### src/rtl/mux_arbiter.sv
// mux_arbiter: 4-source round-robin arbiter feeding a registered output mux.
// A grant captures the winning source's data and holds it until the consumer
// takes it with out_ready.
// Optional feature: define MUX_ARBITER_TIMEOUT_EN to drop a grant that has
// stalled for TMO cycles. The drop pulses timeout and produces no ack.
//
// state | meaning
// ------+--------------------------------------------------------------
// IDLE  | no grant outstanding; arbitrate on any nonzero req
// HOLD  | grant outstanding; sel/out_data frozen until accepted or dropped
module mux_arbiter #(
  parameter int DW  = 2,
  parameter int TMO = 15
) (
  input  logic          clk,
  input  logic          rst_n,
  input  logic [3:0]    req,
  input  logic [DW-1:0] x0,
  input  logic [DW-1:0] x1,
  input  logic [DW-1:0] x2,
  input  logic [DW-1:0] x3,
  output logic [1:0]    sel,
  output logic          out_valid,
  output logic [DW-1:0] out_data,
  input  logic          out_ready,
  output logic [3:0]    ack,
  output logic          timeout
);

  typedef enum logic {IDLE, HOLD} state_t;

  state_t        state, state_nxt;
  logic [1:0]    last, last_nxt;
  logic [1:0]    sel_nxt;
  logic [1:0]    winner;
  logic          valid_nxt;
  logic [DW-1:0] data_nxt;
  logic [DW-1:0] x_win;

`ifdef MUX_ARBITER_TIMEOUT_EN
  localparam logic [7:0] TMO_C = 8'(TMO);
  logic [7:0] stall, stall_nxt;
  logic       tmo_nxt;
`else
  logic [7:0] unused_tmo;
  assign unused_tmo = 8'(TMO);
  assign timeout    = 1'b0;
`endif

  // Round-robin search upward from last+1. Descending the loop lets the closest candidate win.
  always_comb begin
    winner = last;
    for (int i = 4; i >= 1; i--) begin
      if (req[2'(last + 2'(i))]) winner = 2'(last + 2'(i));
    end
  end

  // Data mux for the winning source.
  always_comb begin
    case (winner)
      2'd0:    x_win = x0;
      2'd1:    x_win = x1;
      2'd2:    x_win = x2;
      default: x_win = x3;
    endcase
  end

  // Next-state and datapath decisions. Registers hold by default.
  always_comb begin
    state_nxt = state;
    sel_nxt   = sel;
    data_nxt  = out_data;
    valid_nxt = out_valid;
    last_nxt  = last;
`ifdef MUX_ARBITER_TIMEOUT_EN
    stall_nxt = stall;
    tmo_nxt   = 1'b0;
`endif
    case (state)
      IDLE: begin
        valid_nxt = 1'b0;
        if (req != 4'b0000) begin
          sel_nxt   = winner;
          data_nxt  = x_win;
          valid_nxt = 1'b1;
          state_nxt = HOLD;
`ifdef MUX_ARBITER_TIMEOUT_EN
          stall_nxt = 8'd0;
`endif
        end
      end
      HOLD: begin
        // An accept on the limit edge wins over the drop, because the ack has already been seen.
        if (out_ready) begin
          valid_nxt = 1'b0;
          last_nxt  = sel;
          state_nxt = IDLE;
        end
`ifdef MUX_ARBITER_TIMEOUT_EN
        else if (stall == TMO_C) begin
          valid_nxt = 1'b0;
          last_nxt  = sel;
          tmo_nxt   = 1'b1;
          state_nxt = IDLE;
        end else begin
          stall_nxt = stall + 8'd1;
        end
`endif
      end
      default: state_nxt = IDLE;
    endcase
  end

  // FSM state register.
  always_ff @(posedge clk or negedge rst_n) begin
    if (!rst_n) state <= IDLE;
    else        state <= state_nxt;
  end

  // Datapath registers. last resets to 3 so the first search starts at source 0.
  always_ff @(posedge clk or negedge rst_n) begin
    if (!rst_n) begin
      sel       <= 2'd0;
      out_data  <= '0;
      out_valid <= 1'b0;
      last      <= 2'd3;
    end else begin
      sel       <= sel_nxt;
      out_data  <= data_nxt;
      out_valid <= valid_nxt;
      last      <= last_nxt;
    end
  end

`ifdef MUX_ARBITER_TIMEOUT_EN
  // Stall counter and the one-cycle timeout pulse.
  always_ff @(posedge clk or negedge rst_n) begin
    if (!rst_n) begin
      stall   <= 8'd0;
      timeout <= 1'b0;
    end else begin
      stall   <= stall_nxt;
      timeout <= tmo_nxt;
    end
  end
`endif

  // Combinational one-hot ack at the granted index when the consumer accepts.
  always_comb begin
    ack = 4'b0000;
    if (out_valid && out_ready) ack[sel] = 1'b1;
  end

endmodule

### config.mk
export PLATFORM = sky130hd
export DESIGN_NAME = mux_arbiter
export DESIGN_NICKNAME = d
export VERILOG_FILES = /design/src/rtl/mux_arbiter.sv
export SDC_FILE = /design/constraint.sdc
export NUM_CORES = 1
export LEC_CHECK = 0
export BUFFER_PORTS_ARGS = -buffer_cell sky130_fd_sc_hd__clkbuf_2
export CAP_MARGIN = 0
export CORE_AREA = 2 2 39 41
export DETAILED_ROUTE_END_ITERATION = 7
export DIE_AREA = 0 0 41 43
export PLACE_DENSITY = 0.78
export REMOVE_ABC_BUFFERS = 1
export SETUP_SLACK_MARGIN = 0.5
export SLEW_MARGIN = 0
export SYNTH_ARGS = -nofsm -noshare
export SYNTH_HDL_FRONTEND = slang
export SYNTH_SLANG_ARGS = --single-unit
### constraint.sdc
create_clock -name clk -period 5.1 [get_ports clk]
set_clock_uncertainty 0.15 [all_clocks]
set_input_delay 0 -clock clk [delete_from_list [all_inputs] [get_ports clk]]
set_output_delay 0 -clock clk [all_outputs]
set_load 0.05 [all_outputs]
==> metrics.md, run 1 <==
| Metric | Value |
|---|---|
| Die height | `43 um` |
| EDFF count, synth | `0` |
| Setup ws final | `2.64 ns` |
| Max incr delay on CP | `0.59 ns` |
| RSZ-0062 raised after global routing | `false` |
| Hpwl dp | `926 um` |
| Final Critical Period | `2.46 ns` |
| Distinct cells, synth | `28` |
| CTS max path bufs | `2` |
| Reg2reg end | `out_data[0]` |
| CP Buf/Inv Count | `1` |
| Achievable Freq | `0.407 GHz` |
| Slew HR | `0.496` |
| Layout cells sized above 1 | `0.458` |
| Fin Setup TNS | `0 ns` |
| WHS Endpoint | `out_data[1]` |
| Syn Inst Count | `52` |
| Top Ports | `25` |
| Antenna cells | `0` |
| Peak supply drop | `0.336 mV` |
| Crit-path cells | `mux2i_1, a22oi_2, and2_4, mux2_4, o221a_1, dlygate4sd3_1` |
| GRT Overall Usage | `0.184` |
| Final Max Tran Viols | `0` |
| PwrDens | `659 nW/um^2` |
| Period utilization | `0.482` |
| Total area of sequential cells | `203 um^2` |
| Post-synth top cells | `dfrtp_1, nand2_1, nor2_1` |
| Vias | `511` |
| Worst hold start | `x0[1]` |
| Post-Route Utilization | `0.517` |
| Worst Reg-to-Reg Cells | `6` |
| CTS tree | `done` |
| Worst-path fanout max | `7` |
| Die Wd | `41 um` |
| Initial drt markers | `5` |
| Initial Utilization | `0.371` |
| Hold Path Depth | `3` |
| Core Box Area | `1380 um^2` |
| Wirelength per Cell | `13.8 um` |
| Warnings, synthesis | `0` |
| RR Startpoint | `last[1]` |
| H-tree depth | `1` |
| Register area share after synthesis | `0.395` |
| Mapped cell area | `513 um^2` |
| Synth top area cells | `dfrtp_1, dfstp_2, mux2_4` |
| Main flop type after synthesis | `dfrtp_1` |
| # DRC | `0` |
| Detailed Route WL | `1370 um` |
| Multi-input logic area | `277 um^2` |
| Tightest Pin Transition | `0.756 ns` |
| Full die area | `1760 um^2` |
| Crit path max-delay cell type | `dfstp_2` |
| Syn Area/Cell | `9.87 um^2` |
| Design area | `716 um^2` |
| Vias in the first global route | `509` |
| Status | `finished clean` |
| Top cell type's share of synthesized area | `0.293` |
| Antenna Nets Post-Route | `0` |
| Cell family with most CP delay | `flip-flops` |
| Area Growth Syn to Fin | `39.5%` |
| # fillers | `133` |
| CTS buffer count | `3` |
| Cell accounting for the most synthesized area | `dfrtp_1` |
| Kind of critical path | `flip-flop to flip-flop` |
| Hold Path Class | `primary input to flip-flop` |
| Ys async rst share | `1.00` |
| FP Rows | `14` |
| GRT Residual Overflow | `0` |
| Worst R2R Setup Slack | `2.64 ns` |
| Pre-CTS WS | `3.24 ns` |
| Clock root cell | `clkbuf_4` |
| Critical Path AT | `2.45 ns` |
| RePlAce Congestion | `0.690` |
| First-pass GRT wire length | `2150 um` |
| Drt pass-1 iters | `2` |
| Critical Path RT | `5.09 ns` |
| Seq cells post-synth | `8` |
| Clock slew at reported path FFs | `0.06 ns` |
| Kind of end point of the critical path | `flip-flop` |
| Sink Count | `8` |
| Critical Path Start Type | `flip-flop` |
| Post-cts sizing count | `0` |
| Area post-placement | `629 um^2` |
| Total power | `0.472 mW` |
| Later-pin clock latency in the skew report | `0.25 ns` |
| Initial antenna violation count | `0` |
| Count leader, synth | `dfrtp_1` |
| Final Hold Fails | `0` |
| Nets | `99` |
| Max_cap viols | `0` |
| Setup violators final | `0` |
| Lkg Pwr | `0.359 nW` |
| Largest net degree at the start of global routing | `11` |
| Port buffer count | `23` |
| Via density per instance | `5.16` |
[layer usage]
metal / global-route usage / up-vias / part of all wire
li1: - / 250 / -
met4: 0.107 / 0 / 0.025
met2: 0.306 / 16 / 0.52
met1: 0.201 / 241 / 0.41
met3: 0.0366 / 4 / 0.037
met5: 0 / - / 0
[what timing repair did]
item | in CTS | in global routing
hold endpoints to repair | 13 | 0
buffers inserted | 0 | 0
hold buffers | 6 | 0
endpoints found under the setup margin | 0 | 0
[state kept, by name, indices dropped and copies added, names as in the netlist]
| signal | count |
|---|---|
| last | 2 |
| out_data | 2 |
| sel | 2 |
| state | 1 |
| out_valid | 1 |
[cells in the final DEF, fill, tap and decap left out, drive strengths merged]
master | synthesis | final
and2 | 1 | 1
mux2 | 3 | 3
nor3 | 2 | 2
nor2b | 1 | 1
o21a | 1 | 1
nand3b | 1 | 1
and3b | 1 | 1
a21oi | 3 | 3
clkbuf | 0 | 27
a31oi | 2 | 2
a21o | 1 | 1
o221a | 2 | 2
a22oi | 1 | 1
dfstp | 2 | 2
dfrtp | 6 | 6
a31o | 1 | 1
o21ai | 1 | 1
dlygate4sd3 | 0 | 6
mux2i | 1 | 1
nand3 | 1 | 1
o211ai | 2 | 2
or3 | 1 | 1
conb | 1 | 1
nand2 | 5 | 5
o31ai | 1 | 1
nor2 | 5 | 5
inv | 4 | 4
[report_power, final]
part / total (mW) / internal (mW) / switching [mW]
Combinational: 0.277 / 0.103 / 0.173
Clock: 0.0528 / 0.0300 / 0.0228
Sequential: 0.142 / 0.102 / 0.0401
Total: 0.472 / 0.235 / 0.236
[cell families after synthesis]
| kind of cell | share of synthesized area |
|---|---|
| AOI/OAI and AO/OA | 0.222 |
| buffers and inverters | 0.0658 |
| DFF | 0.395 |
| muxes | 0.100 |
| other | 0.00731 |
| and+or+nand+nor | 0.210 |
[worst reg2reg max path: cells and delay by family (launching register included)]
kind | cells | cell delay (ns)
flip-flops | 1 | 0.59
buffers and inverters | 1 | 0.55
AO/OA/AOI/OAI | 2 | 0.42
multiplexers | 2 | 0.41
AND/OR/NAND/NOR | 1 | 0.22
[how the worst max path moves through the flow]
| stage | start | end | cells after the start |
|---|---|---|---|
| after CTS | last[1] | out_data[0] | 6 |
| after global routing | last[1] | out_data[0] | 6 |
| final | last[1] | out_data[0] | 6 |
| after floorplan | sel[1] | ack[2] | 2 |
| after detailed placement | last[1] | out_data[1] | 5 |
| after global placement | last[1] | out_data[0] | 5 |
[final cells by class]
cell class              count  area share
clock buffers               4      0.0367
multi-input cells          38       0.386
flip-flops and latches      8       0.283
well taps                  16      0.0280
repair buffers             29       0.245
inverters                   4      0.0210
[metrics by stage]
| step | hold slack, ns | std cells |
|---|---|---|
| floorplan | -0.446 | 50 |
| global placement | -0.294 | 89 |
| detailed placement | -0.280 | 89 |
| CTS | 0.0153 | 99 |
| global route | 0.0269 | 99 |
| finish | 0.0186 | 99 |
(Power assumes the default switching activity.)
==> inputs of run 2 (changes only) <==
==> constraint.sdc (replaced) <==
create_clock -name clk -period 2.3 [get_ports clk]
set_clock_uncertainty 0.15 [all_clocks]
set_input_delay 0 -clock clk [delete_from_list [all_inputs] [get_ports clk]]
set_output_delay 0 -clock clk [all_outputs]
set_load 0.05 [all_outputs]
==> metrics.md, run 2 (synthesis results as in run 1) <==
| Metric | Value |
|---|---|
| Full die area | `1760 um^2 (unchanged)` |
| Nets | `104 (was 99)` |
| Beginning of the critical path | `last[1] (unchanged)` |
| H-tree depth | `1 (unchanged)` |
| Worst-path fanout max | `5 (was 7)` |
| Later-pin clock latency in the skew report | `0.25 ns (about the same)` |
| RePlAce Congestion | `0.688 (was 0.690)` |
| Hpwl dp | `926 um (about the same)` |
| GRT Overall Usage | `0.202 (was 0.184)` |
| Critical Path AT | `1.83 ns (was 2.45 ns)` |
| Hold Worst Slack | `0.0130 ns (was 0.0186 ns)` |
| Crit-path cells | `buf_4, nor2b_4, nand3b_4, and2_4, mux2_4, o221a_1 (was mux2i_1, a22oi_2, and2_4, mux2_4, o221a_1, dlygate4sd3_1)` |
| Setup violators final | `0 (unchanged)` |
| Status | `finished clean (unchanged)` |
| Worst hold start | `x3[0] (was x0[1])` |
| Final Hold Fails | `0 (unchanged)` |
| Layout cells sized above 1 | `0.511 (was 0.458)` |
| Crit path max-delay cell type | `dfstp_2 (unchanged)` |
| Reg2reg end | `out_data[0] (unchanged)` |
| Top Ports | `25 (unchanged)` |
| CTS buffer count | `3 (unchanged)` |
| Largest net degree at the start of global routing | `9 (was 11)` |
| CTS max path bufs | `2 (unchanged)` |
| CTS tree | `done (unchanged)` |
| Setup ws final | `0.458 ns (was 2.64 ns)` |
| Most frequent cells in the layout | `clkbuf_2, dlygate4sd3_1, dfrtp_1 (unchanged)` |
| Worst Reg-to-Reg Cells | `6 (unchanged)` |
| Achievable Freq | `0.543 GHz (was 0.407 GHz)` |
| RR Startpoint | `last[1] (unchanged)` |
| Fin Setup TNS | `0 ns (unchanged)` |
| WHS Endpoint | `out_data[0] (was out_data[1])` |
| Hold Path Class | `primary input to flip-flop (unchanged)` |
| Via density per instance | `5.18 (was 5.16)` |
| Worst R2R Setup Slack | `0.46 ns (was 2.64 ns)` |
| Initial antenna violation count | `0 (unchanged)` |
| Antenna cells | `0 (unchanged)` |
| Fin cells | `104 (was 99)` |
| Peak supply drop | `0.809 mV (was 0.336 mV)` |
| Hold Path Depth | `4 (was 3)` |
| Port buffer count | `23 (unchanged)` |
| Biggest regs | `last: 2 flops, out_data: 2 flops, sel: 2 flops (unchanged)` |
| Area Growth Syn to Fin | `49.5% (was 39.5%)` |
| Kind of end point of the critical path | `flip-flop (unchanged)` |
| Clock slew at reported path FFs | `0.05 ns (was 0.06 ns)` |
| Max_cap viols | `0 (unchanged)` |
| Vias in the first global route | `538 (was 509)` |
| Antenna Nets Post-Route | `0 (unchanged)` |
| Max incr delay on CP | `0.56 ns (was 0.59 ns)` |
| Wirelength per Cell | `14.3 um (was 13.8 um)` |
| Placed cells | `90 (was 89)` |
| Critical Path RT | `2.28 ns (was 5.09 ns)` |
| Sink Count | `8 (unchanged)` |
| # fillers | `119 (was 133)` |
| RSZ-0062 raised after global routing | `true (was false)` |
| Lkg Pwr | `0.389 nW (was 0.359 nW)` |
| # DRC | `0 (unchanged)` |
| Clock root cell | `clkbuf_4 (unchanged)` |
| Initial Utilization | `0.371 (unchanged)` |
| Die height | `43 um (unchanged)` |
| Die Wd | `41 um (unchanged)` |
| Final Critical Period | `1.84 ns (was 2.46 ns)` |
| Commonest non-fill, non-tap cell in the layout | `clkbuf_2 (unchanged)` |
| PwrDens | `1460 nW/um^2 (was 659 nW/um^2)` |
| Vias | `539 (was 511)` |
| Detailed Route WL | `1480 um (was 1370 um)` |
| FP Rows | `14 (unchanged)` |
| Initial drt markers | `10 (was 5)` |
| Period utilization | `0.801 (was 0.482)` |
| Kind of critical path | `flip-flop to flip-flop (unchanged)` |
| Pre-CTS WS | `0.432 ns (was 3.24 ns)` |
| First-pass GRT wire length | `2320 um (was 2150 um)` |
| GRT Residual Overflow | `0 (unchanged)` |
| Core Box Area | `1380 um^2 (unchanged)` |
| Drt pass-1 iters | `4 (was 2)` |
| Critical Path Start Type | `flip-flop (unchanged)` |
| Final Max Tran Viols | `0 (unchanged)` |
run 2: power by group:
group          total (mW)  leakage (nW)  internal (mW)  switching, mW
logic               0.700         0.286          0.278          0.421
clock network       0.117        0.0150         0.0665         0.0502
registers           0.301        0.0880          0.226         0.0744
total                1.12         0.389          0.571          0.546
run 2: how the worst max path moves through the flow:
stage	end	cells after the start	slack (ns)
floorplan	ack[2]	2	0.26
global placement	out_data[1]	4	0.49
detailed placement	out_data[0]	5	0.43
CTS	out_data[0]	5	0.46
global route	out_data[1]	5	0.40
finish	out_data[0]	6	0.46
run 2: worst max-delay path, delay by kind of cell, from the launching register on:
family	cells	cell delay, ns
DFF	1	0.56
and+or+nand+nor	3	0.38
muxes	1	0.29
AOI/OAI and AO/OA	1	0.21
buffers and inverters	1	0.13
run 2: repair_timing:
item | in CTS | in global routing
endpoints found under the hold margin | 13 | 0
pin swaps | 3 | 2
resized for setup | 2 | 1
setup buffers | 4 | 0
setup endpoints to repair | 2 | 2
hold buffers | 6 | 0
run 2: per-layer routing:
| layer | global-route usage | vias up | routed length (um) |
|---|---|---|---|
| met5 | 0 | - | 0 |
| met4 | 0.180 | 0 | 55 |
| met3 | 0.0471 | 6 | 92 |
| met2 | 0.278 | 22 | 708 |
| met1 | 0.247 | 254 | 627 |
| li1 | - | 257 | - |
run 2: per-stage QoR:
step	instance area [um^2]	utilization	total power, mW
2_1_floorplan	494	-	0.758
3_3_place_gp	637	0.460	0.889
3_5_place_dp	637	0.460	0.905
4_1_cts	763	0.552	1.10
5_1_grt	767	0.554	1.18
6_report	767	0.554	1.12
run 2: layout make-up:
| class | instances | area [um^2] | area share |
|---|---|---|---|
| Multi-Input combinational cell | 38 | 290 | 0.378 |
| Timing Repair Buffer | 34 | 213 | 0.277 |
| Sequential cell | 8 | 203 | 0.264 |
| Clock buffer | 4 | 26.3 | 0.0343 |
| Tap cell | 16 | 20.0 | 0.0261 |
| Inverter | 4 | 15.0 | 0.0196 |
==> inputs of run 3 (changes only) <==
--- a/config.mk
+++ b/config.mk
@@ -7,10 +7,9 @@
 export LEC_CHECK = 0
 export BUFFER_PORTS_ARGS = -buffer_cell sky130_fd_sc_hd__clkbuf_2
 export CAP_MARGIN = 0
-export CORE_AREA = 2 2 39 41
+export CORE_UTILIZATION = 39
 export DETAILED_ROUTE_END_ITERATION = 7
-export DIE_AREA = 0 0 41 43
-export PLACE_DENSITY = 0.78
+export PLACE_DENSITY = 0.81
 export REMOVE_ABC_BUFFERS = 1
 export SETUP_SLACK_MARGIN = 0.5
 export SLEW_MARGIN = 0
==> constraint.sdc (replaced) <==
create_clock -name clk -period 1.55 [get_ports clk]
set_clock_uncertainty 0.15 [all_clocks]
set_input_delay 0 -clock clk [delete_from_list [all_inputs] [get_ports clk]]
set_output_delay 0 -clock clk [all_outputs]
set_load 0.05 [all_outputs]
==> metrics.md, run 3 (synthesis results as in run 1) <==
| Metric | Value |
|---|---|
| Status | `finished, violations left (was finished clean)` |
| Failing checks | `hold timing, setup timing` |
| Max_cap viols | `0 (unchanged)` |
| FP Rows | `12 (was 14)` |
| Antenna Nets Post-Route | `0 (unchanged)` |
| Kind of end point of the critical path | `flip-flop (unchanged)` |
| Critical Path RT | `1.59 ns (was 2.28 ns)` |
| Setup ws final | `-0.325 ns (was 0.458 ns)` |
| Via density per instance | `5.29 (was 5.18)` |
| Sequential Power Share | `0.241 (was 0.269)` |
| Die height | `38.3 um (was 43 um)` |
| Achievable Freq | `0.533 GHz (was 0.543 GHz)` |
| Clock share of power | `0.085 (was 0.105)` |
| Die Wd | `38.3 um (was 41 um)` |
| Wirelength per Cell | `16.1 um (was 14.3 um)` |
| Worst R2R Setup Slack | `-0.32 ns (was 0.46 ns)` |
| Worst Reg-to-Reg Cells | `6 (unchanged)` |
| Hold buffer count at cts | `4 (was 6)` |
| Period utilization | `1.21 (was 0.801)` |
| RePlAce Congestion | `0.714 (was 0.688)` |
| First-pass GRT wire length | `2410 um (was 2320 um)` |
| Antenna cells | `0 (unchanged)` |
| CTS max path bufs | `2 (unchanged)` |
| Reg2reg end | `out_data[1] (was out_data[0])` |
| Vias in the first global route | `531 (was 538)` |
| Total power | `2.06 mW (was 1.12 mW)` |
| Initial Utilization | `0.438 (was 0.371)` |
| Final Max Tran Viols | `0 (unchanged)` |
| Initial drt markers | `9 (was 10)` |
| Setup violators final | `3 (was 0)` |
| Internal Power | `1.13 mW (was 0.571 mW)` |
| GRT Residual Overflow | `0 (unchanged)` |
| Top Ports | `25 (unchanged)` |
| Peak supply drop | `1.52 mV (was 0.809 mV)` |
| Largest net degree at the start of global routing | `9 (unchanged)` |
| Crit path max-delay cell type | `dfstp_2 (unchanged)` |
| Layout cells sized above 1 | `0.634 (was 0.511)` |
| Hold Worst Slack | `-0.0309 ns (was 0.0130 ns)` |
| Drt pass-1 iters | `4 (unchanged)` |
| Final Critical Period | `1.87 ns (was 1.84 ns)` |
| Vias | `566 (was 539)` |
| Lkg Pwr | `0.450 nW (was 0.389 nW)` |
| CTS tree | `done (unchanged)` |
| Most frequent cells in the layout | `clkbuf_2, buf_4, dfrtp_1 (was clkbuf_2, dlygate4sd3_1, dfrtp_1)` |
| Later-pin clock latency in the skew report | `0.26 ns (was 0.25 ns)` |
| Kind of critical path | `flip-flop to flip-flop (unchanged)` |
| Clock root cell | `clkbuf_4 (unchanged)` |
| # DRC | `0 (unchanged)` |
| RR Startpoint | `last[1] (unchanged)` |
| CTS buffer count | `3 (unchanged)` |
| Core Box Area | `1170 um^2 (was 1380 um^2)` |
| Comb power frac | `0.674 (was 0.626)` |
| Nets | `109 (was 104)` |
| Worst-path fanout max | `5 (unchanged)` |
| Clock slew at reported path FFs | `0.06 ns (was 0.05 ns)` |
| Sink Count | `8 (unchanged)` |
| Critical Path Start Type | `flip-flop (unchanged)` |
| RSZ-0062 raised after global routing | `true (unchanged)` |
| Hpwl dp | `994 um (was 926 um)` |
| Commonest non-fill, non-tap cell in the layout | `clkbuf_2 (unchanged)` |
| NetSw | `0.931 mW (was 0.546 mW)` |
| Biggest regs | `last: 2 flops, out_data: 2 flops, sel: 2 flops (unchanged)` |
| Detailed Route WL | `1720 um (was 1480 um)` |
| Critical Path AT | `1.92 ns (was 1.83 ns)` |
| Full die area | `1460 um^2 (was 1760 um^2)` |
| PwrDens | `2230 nW/um^2 (was 1460 nW/um^2)` |
| Port buffer count | `23 (unchanged)` |
| GRT Overall Usage | `0.251 (was 0.202)` |
| Hold Path Class | `primary input to asynchronous set/reset pin (was primary input to flip-flop)` |
| Area post-placement | `672 um^2 (was 637 um^2)` |
| Area Growth Syn to Fin | `79.5% (was 49.5%)` |
| Max incr delay on CP | `0.58 ns (was 0.56 ns)` |
| H-tree depth | `1 (unchanged)` |
| Crit-path cells | `mux2i_2, a22oi_2, and2_4, buf_4, o211ai_1, o221a_1 (was buf_4, nor2b_4, nand3b_4, and2_4, mux2_4, o221a_1)` |
| Switching portion of total power | `0.453 (was 0.489)` |
| Design area | `921 um^2 (was 767 um^2)` |
| Pre-CTS WS | `-0.298 ns (was 0.432 ns)` |
| Final Hold Fails | `6 (was 0)` |
| Initial antenna violation count | `0 (unchanged)` |
[run 3: changes by cell type in the layout (fill, tap and decap cells not counted), sizes merged]
cell	delta
dlygate4sd3	-2
clkbuf	-2
buf	+9
[run 3: metal layers]
| layer | GRT usage | share of wire |
|---|---|---|
| met1 | 0.282 | 0.39 |
| met3 | 0.0291 | 0.044 |
| met5 | 0 | 0 |
| met4 | 0.107 | 0.012 |
| met2 | 0.466 | 0.55 |
[run 3: layout make-up]
cell class	instances	area (um^2)
repair buffers	39	344
multi-input cells	38	315
fillers	76	250
flip-flops and latches	8	203
clock buffers	4	26.3
well taps	14	17.5
inverters	4	15.0
[run 3: worst max-delay path by stage]
| stage | start | endpoint | slack, ns |
|---|---|---|---|
| after global routing | last[1] | out_data[1] | -0.41 |
| after global placement | last[1] | out_data[0] | -0.24 |
| final | last[1] | out_data[1] | -0.32 |
| after floorplan | sel[1] | ack[2] | -0.49 |
| after detailed placement | last[1] | out_data[0] | -0.30 |
| after CTS | last[1] | out_data[0] | -0.29 |
[run 3: critical path, delay by kind of cell (launching register included)]
kind / cells / cell delay [ns]
compound gates: 3 / 0.55
buf+inv: 1 / 0.13
flops: 1 / 0.58
mux: 1 / 0.23
simple gates: 1 / 0.17
[run 3: through the flow]
stage	util	setup TNS (ns)	hold WS, ns	cells
CTS	0.743	-0.655	-0.0253	104
global placement	0.574	-0.545	-0.291	93
detailed placement	0.574	-0.669	-0.294	93
global route	0.786	-0.975	-0.00891	107
finish	0.786	-0.726	-0.0309	107
floorplan	-	-1.61	-0.446	50
[run 3: repair_timing]
item | in CTS | in global routing
endpoints found under the setup margin | 14 | 16
setup buffers | 3 | 3
resized for setup | 23 | 10
endpoints found under the hold margin | 13 | 4
pin swaps | 3 | 3
[run 3: power by group through the flow]
stage                     clock network (mW)  logic [mW]  registers, mW
final                                  0.174        1.39          0.496
after floorplan                            0       0.465          0.660
after global placement                     0       0.956          0.447
after detailed placement                   0       0.975          0.457
after global routing                   0.189        1.45          0.505
after CTS                              0.175        1.24          0.464
